File: config.mk
export PLATFORM = sky130hd
export DESIGN_NAME = sha_logic_pipe
export DESIGN_NICKNAME = d
export VERILOG_FILES = /design/src/rtl/sha_pkg.sv /design/src/rtl/sha_logic_core.sv /design/src/rtl/sha_logic_pipe.sv
export SDC_FILE = /design/constraint.sdc
export NUM_CORES = 1
export LEC_CHECK = 0
export BUFFER_PORTS_ARGS = -buffer_cell sky130_fd_sc_hd__buf_2
export CAP_MARGIN = 20
export CORE_AREA = 8 8 150 152
export CTS_CLUSTER_DIAMETER = 60
export DETAILED_ROUTE_END_ITERATION = 8
export DIE_AREA = 0 0 158 160
export PLACE_DENSITY = 0.64
export SLEW_MARGIN = 20
export SYNTH_ARGS = -nofsm -noshare
export SYNTH_HDL_FRONTEND = slang
export SYNTH_SLANG_ARGS = --single-unit
File: constraint.sdc
create_clock -name clk -period 1.8 [get_ports clk]
set_input_delay 0.27 -clock clk [delete_from_list [all_inputs] [get_ports clk]]
set_output_delay 0.27 -clock clk [all_outputs]
set_load 0.05 [all_outputs]
File: src/rtl/sha_pkg.sv
// Shared definitions for the SHA-2 logical-function datapath: opcodes,
// rotation/shift amounts for SHA-256 and SHA-512, and rotate/shift helpers.
package sha_pkg;

  typedef enum logic [2:0] {
    OP_CH    = 3'd0,
    OP_MAJ   = 3'd1,
    OP_BSIG0 = 3'd2,
    OP_BSIG1 = 3'd3,
    OP_SSIG0 = 3'd4,
    OP_SSIG1 = 3'd5
  } sha_op_e;

  // Row order: BSIG0, BSIG1, SSIG0, SSIG1. For the SSIG rows the third
  // amount is a zero-fill right shift instead of a rotation.
  localparam int unsigned SHA256_AMT [4][3] = '{
    '{ 2, 13, 22},
    '{ 6, 11, 25},
    '{ 7, 18,  3},
    '{17, 19, 10}
  };

  localparam int unsigned SHA512_AMT [4][3] = '{
    '{28, 34, 39},
    '{14, 18, 41},
    '{ 1,  8,  7},
    '{19, 61,  6}
  };

  function automatic int unsigned sig_amt(input int unsigned w,
                                          input int unsigned row,
                                          input int unsigned idx);
    return (w == 64) ? SHA512_AMT[row][idx] : SHA256_AMT[row][idx];
  endfunction

  // Words are carried in a 64-bit container; a 32-bit word lives in [31:0]
  // and rotates within those bits only.
  function automatic logic [63:0] rotr(input logic [63:0] x,
                                       input int unsigned n,
                                       input int unsigned w);
    logic [63:0] r;
    if (w == 32) begin
      r = {32'h0, (x[31:0] >> n) | (x[31:0] << (32 - n))};
    end else begin
      r = (x >> n) | (x << (64 - n));
    end
    return r;
  endfunction

  function automatic logic [63:0] shr(input logic [63:0] x,
                                      input int unsigned n,
                                      input int unsigned w);
    logic [63:0] r;
    if (w == 32) begin
      r = {32'h0, x[31:0] >> n};
    end else begin
      r = x >> n;
    end
    return r;
  endfunction

endpackage

File: src/rtl/sha_logic_core.sv
// Combinational evaluation of one SHA-2 logical function (Ch, Maj, the two
// big sigmas and the two small sigmas) for 32- or 64-bit words.
module sha_logic_core
  import sha_pkg::*;
#(
  parameter int WIDTH = 32
) (
  input  logic [2:0]       op,
  input  logic [WIDTH-1:0] a,
  input  logic [WIDTH-1:0] b,
  input  logic [WIDTH-1:0] c,
  output logic [WIDTH-1:0] data,
  output logic             err
);

  localparam int unsigned W = WIDTH;

  if (WIDTH != 32 && WIDTH != 64) begin : g_bad_width
    $error("sha_logic_core: WIDTH must be 32 or 64");
  end

  logic [63:0] a64;
  logic [63:0] b64;
  logic [63:0] c64;
  logic [63:0] r64;
  sha_op_e     op_e;

  assign a64  = 64'(a);
  assign b64  = 64'(b);
  assign c64  = 64'(c);
  assign op_e = sha_op_e'(op);

  // NOTE: every variable written in an always_comb block gets a default at
  // the top; a path that leaves one unassigned would infer a latch.
  always_comb begin
    r64 = '0;
    err = 1'b0;
    case (op_e)
      OP_CH:    r64 = (a64 & b64) ^ (~a64 & c64);
      OP_MAJ:   r64 = (a64 & b64) ^ (a64 & c64) ^ (b64 & c64);
      OP_BSIG0: r64 = rotr(a64, sig_amt(W, 0, 0), W) ^
                      rotr(a64, sig_amt(W, 0, 1), W) ^
                      rotr(a64, sig_amt(W, 0, 2), W);
      OP_BSIG1: r64 = rotr(a64, sig_amt(W, 1, 0), W) ^
                      rotr(a64, sig_amt(W, 1, 1), W) ^
                      rotr(a64, sig_amt(W, 1, 2), W);
      OP_SSIG0: r64 = rotr(a64, sig_amt(W, 2, 0), W) ^
                      rotr(a64, sig_amt(W, 2, 1), W) ^
                      shr (a64, sig_amt(W, 2, 2), W);
      OP_SSIG1: r64 = rotr(a64, sig_amt(W, 3, 0), W) ^
                      rotr(a64, sig_amt(W, 3, 1), W) ^
                      shr (a64, sig_amt(W, 3, 2), W);
      default: begin
        r64 = '0;
        err = 1'b1;
      end
    endcase
  end

  assign data = r64[WIDTH-1:0];

endmodule

File: src/rtl/sha_logic_pipe.sv
// Pipelined SHA-2 logical-function unit with valid/ready on both sides.
// Stage 1 evaluates the function; later stages are elastic delay registers.
module sha_logic_pipe
  import sha_pkg::*;
#(
  parameter int WIDTH  = 32,
  parameter int STAGES = 2,
  parameter int TAG_W  = 4
) (
  input  logic             clk,
  input  logic             rst,
  input  logic             in_valid,
  output logic             in_ready,
  input  logic [2:0]       in_op,
  input  logic [WIDTH-1:0] in_a,
  input  logic [WIDTH-1:0] in_b,
  input  logic [WIDTH-1:0] in_c,
  input  logic [TAG_W-1:0] in_tag,
  output logic             out_valid,
  input  logic             out_ready,
  output logic [WIDTH-1:0] out_data,
  output logic [TAG_W-1:0] out_tag,
  output logic             out_err,
  output logic             busy
);

  if (WIDTH != 32 && WIDTH != 64) begin : g_bad_width
    $error("sha_logic_pipe: WIDTH must be 32 or 64");
  end
  if (STAGES < 1 || STAGES > 4) begin : g_bad_stages
    $error("sha_logic_pipe: STAGES must be in 1..4");
  end

  logic [WIDTH-1:0] core_data;
  logic             core_err;

  sha_logic_core #(.WIDTH(WIDTH)) u_core (
    .op   (in_op),
    .a    (in_a),
    .b    (in_b),
    .c    (in_c),
    .data (core_data),
    .err  (core_err)
  );

  logic [STAGES-1:0] valid_q, valid_d;
  logic [STAGES-1:0] err_q,   err_d;
  logic [WIDTH-1:0]  data_q [STAGES];
  logic [WIDTH-1:0]  data_d [STAGES];
  logic [TAG_W-1:0]  tag_q  [STAGES];
  logic [TAG_W-1:0]  tag_d  [STAGES];
  logic [STAGES-1:0] load;

  always_comb begin
    // A stage accepts new contents when it is empty or its occupant moves on;
    // evaluated from the output end so ready ripples back through full stages.
    load[STAGES-1] = !valid_q[STAGES-1] || out_ready;
    for (int k = STAGES - 2; k >= 0; k--) begin
      load[k] = !valid_q[k] || load[k+1];
    end

    valid_d   = valid_q;
    err_d     = err_q;
    data_d    = data_q;
    tag_d     = tag_q;

    if (load[0]) begin
      valid_d[0] = in_valid;
      if (in_valid) begin
        data_d[0] = core_data;
        tag_d[0]  = in_tag;
        err_d[0]  = core_err;
      end
    end

    for (int k = 1; k < STAGES; k++) begin
      if (load[k]) begin
        valid_d[k] = valid_q[k-1];
        if (valid_q[k-1]) begin
          data_d[k] = data_q[k-1];
          tag_d[k]  = tag_q[k-1];
          err_d[k]  = err_q[k-1];
        end
      end
    end
  end

  // NOTE: sequential state uses non-blocking assignments only, so every flop
  // samples the pre-edge value of its neighbour regardless of statement order.
  // NOTE: the stage arrays are a handful of pipeline registers, not a memory,
  // so they are cleared on reset to give defined zero outputs.
  always_ff @(posedge clk) begin
    if (rst) begin
      valid_q <= '0;
      err_q   <= '0;
      for (int k = 0; k < STAGES; k++) begin
        data_q[k] <= '0;
        tag_q[k]  <= '0;
      end
    end else begin
      valid_q <= valid_d;
      err_q   <= err_d;
      for (int k = 0; k < STAGES; k++) begin
        data_q[k] <= data_d[k];
        tag_q[k]  <= tag_d[k];
      end
    end
  end

  assign in_ready  = load[0];
  assign out_valid = valid_q[STAGES-1];
  assign out_data  = data_q[STAGES-1];
  assign out_tag   = tag_q[STAGES-1];
  assign out_err   = err_q[STAGES-1];
  assign busy      = |valid_q;

endmodule

==> run_results.csv <==
group,metric,value,unit
critical_path,crit_path_max_incr_delay,0.47,ns
floorplan,floorplan.die.height,160,um
synthesis,synth-edff-count,0,
clock_network,number_of_setup_buffers_added_after_cts,0,
grt,number_of_antenna_violations_at_the_first_check_in_global_routing,0,
floorplan,die_area,0.0253,mm2
detailed_routing,drc,0,
synthesis,synth.net_count,951,
power,power_density_over_cell_area,692,mW/mm2
critical_path,cp-start-kind,"flip-flop",
final_layout,antenna_cells_inserted,0,
final_layout,fin_nets,1036,
detailed_routing,drt-vias-per-instance,5.31,
critical_path,cpMaxStageDelayCell,"a222oi_1",
critical_path,worst-setup-path-type,"reg2reg",
floorplan,top_level_ports,147,
worst_hold_path,worst_hold_startpoint,"in_tag[2]",
sta,rsz_0062_raised_after_global_routing,"false",
placement,place.detailed.hpwl,18.3,mm
clock_network,htree_num_levels,3,
grt,grt_remaining_overflow,0,
synthesis,post_synth_cell_types,47,
grt,grt_first_pass_wirelength,37.3,mm
detailed_routing,final_antenna_net_count,0,
sta,finalSetupViolations,0,
sta,max_slew_margin,0.623,
detailed_routing,wire_length_per_cell_after_detailed_routing,20.4,um
sta,fin_worst_hold_slack,0.164,ns
power,vdd.ir_drop.worst,0.458,mV
run,cap_viol_max_count,0,
critical_path,endpoint_kind,"flip-flop",
floorplan,design.core.area,0.0200,mm2
synthesis,seq_area_frac_synth,0.221,
clock_network,post_cts_resized,0,
critical_path,critPathRequiredTime,2.02,ns
sta,fin_crit_sh,0.915,
critical_path,regToRegStartpoint,"valid_q[0]",
clock_network,tritoncts.num_buffers,9,
worst_hold_path,min_to,"tag_q[6]",
sta,fmaxAchievable,0.607,GHz
grt,number_of_global_route_vias_before_repair,6269,
synthesis,most_frequent_cells_after_synthesis,"191 x xnor2_1, 103 x nand2_1, 81 x a21oi_1, 76 x dfxtp_1, 59 x buf_4",
synthesis,top_count_cell_post_synth,"xnor2_1",
final_layout,drive_above_1_share,0.248,
placement,pre_cts_ws,0.0381,ns
clock_network,worstSkewPairLatency,0.35,ns
sta,setup_tns,0,ns
critical_path,worstPathCellList,"nand3b_1 -> nand2_2 -> buf_12 -> a222oi_1 -> a211oi_1",
critical_path,path_max_fanout,42,
synthesis,synth_cells,844,
critical_path,r2r_end,"data_q[49]",
detailed_routing,detail_route.wirelength,24.6,mm
clock_network,clock_tree_from_tritoncts,"yes",
final_layout,finish.cell_count_without_fillers,1204,
synthesis,synthDominantCellAreaShare,0.243,
sta,hold_viol,0,
critical_path,regToRegSetupSlack,0.15,ns
sta,final_setup_slack_of_the_worst_path,0.153,ns
detailed_routing,first_pass_iters,6,
clock_network,clock_tree.buffer_depth,2,
worst_hold_path,whs_path_depth,3,
placement,dp_cells,1188,
critical_path,timing.critical_path.arrival,1.87,ns
grt,grt_util_all_layers,0.192,
synthesis,ys_seq_elements,76,
synthesis,yosys_most_used_dff,"dfxtp_1",
sta,worst_clock_skew,0.00958,ns
synthesis,syn-mean-instance-area,8.16,um2
power,leakage,3.03,nW
floorplan,chipWidth,158,um
critical_path,ff2ff_path_depth,5,
worst_hold_path,hold_class,"in2reg",
detailed_routing,drt_iter0_markers,576,
sta,worstMarginPinSlew,0.566,ns
sta,maxSlewViolCount,0,
sta,finalWorstPathRequiredPeriod,1.65,ns
floorplan,placementRows,52,
synthesis,yosys.area.top_type,"xnor2_1",
grt,grt_start_max_net_pins,43,
detailed_routing,dr_total_vias,6397,
floorplan,floorplan.initialDensity,0.343,
final_layout,synthesis_to_finish_area_growth,17.2,%
synthesis,netlist_top_cells_area,"xnor2_1 24%, dfxtp_1 22%, buf_4 6.4%",
placement,port_buffer_cells,146,
clock_network,clkSinkCount,76,
status,status,"finished clean",
synthesis,mappedNetlistArea,0.00688,mm2
power,sum_of_internal_switching_and_leakage_power,5.58,mW
clock_network,cts.reportedPaths.clkPinSlew,0.06,ns
synthesis,yosysWarningCount,0,
placement,gp_routability_congestion,0.899,
synthesis,synthArstFlopShare,0,
clock_network,holdBufCountCts,0,
clock_network,clock-root-buffer,"clkbuf_16",
kinds of logic after synthesis:
logic type / Yosys count / synth area share
AO/OA/AOI/OAI: 253 / 0.246
XOR/XNOR: 223 / 0.312
buffers and inverters: 137 / 0.118
flip-flops: 76 / 0.221
multiplexers: 3 / 0.00436
AND/OR/NAND/NOR: 152 / 0.0978
critical path: cells and delay by family, from the launching register on:
family / cells / cell delay [ns]
buffers and inverters: 1 / 0.19
AOI/OAI and AO/OA: 2 / 0.61
and+or+nand+nor: 2 / 0.36
DFF: 1 / 0.34
layout by cell type (no fill, tap or decap), types with 9 or more instances in the layout:
| cell type | instances |
|---|---|
| xor2_1 | 16 |
| o21ai_0 | 34 |
| clkbuf_16 | 10 |
| a21o_1 | 14 |
| dfxtp_1 | 75 |
| a221oi_1 | 12 |
| buf_2 | 146 |
| o21a_1 | 9 |
| nor2b_1 | 9 |
| a22oi_1 | 30 |
| a211oi_1 | 9 |
| nand2_1 | 102 |
| buf_12 | 11 |
| xnor2_1 | 191 |
| a21oi_1 | 80 |
| a222oi_1 | 16 |
| a311oi_1 | 23 |
| buf_4 | 45 |
| xnor3_1 | 12 |
| nor2_1 | 21 |
how the worst max path moves through the flow:
stage,startpoint,endpoint,slack [ns],cells past startpoint
floorplan,valid_q[1],data_q[46],-0.04,6
global placement,in_op[2],data_q[52],0.05,6
detailed placement,in_op[2],data_q[52],0.04,6
CTS,valid_q[1],data_q[49],0.20,5
global route,valid_q[0],data_q[42],0.11,5
finish,valid_q[0],data_q[49],0.15,5
cell type report:
cell class	count	area, um2
clock buffers	11	264
inverters	9	33.8
repair buffers	202	1290
clock inverters	5	57.6
fillers	2128	12000
flip-flops and latches	76	1530
multi-input cells	631	4560
well taps	270	338
per-layer routing:
layer	GRT usage	routed length, um	up-vias
li1	-	-	3055
met1	0.269	11100	2965
met2	0.274	10300	339
met3	0.0516	2630	38
met4	0.0686	535	0
met5	0	0	-
power breakdown:
group          total (mW)  internal (mW)  switching, mW
Combinational        1.83          0.829          0.999
Sequential           1.81           1.75         0.0552
Clock                1.94           1.19          0.750
through the flow:
| stage | cell area (um2) | utilization |
|---|---|---|
| after floorplan | 6920 | - |
| final | 8060 | 0.402 |
| after detailed placement | 7740 | 0.386 |
| after global routing | 8060 | 0.402 |
| after CTS | 8060 | 0.402 |
| after global placement | 7740 | 0.386 |
flip-flops by register name, indices dropped and copies added (netlist names):
| name | cells |
|---|---|
| data_q | 32 |
| out_data | 32 |
| out_tag | 4 |
| tag_q | 4 |
| err_q | 2 |
| valid_q | 2 |
No activity file was read; power rests on OpenSTA's default activity.
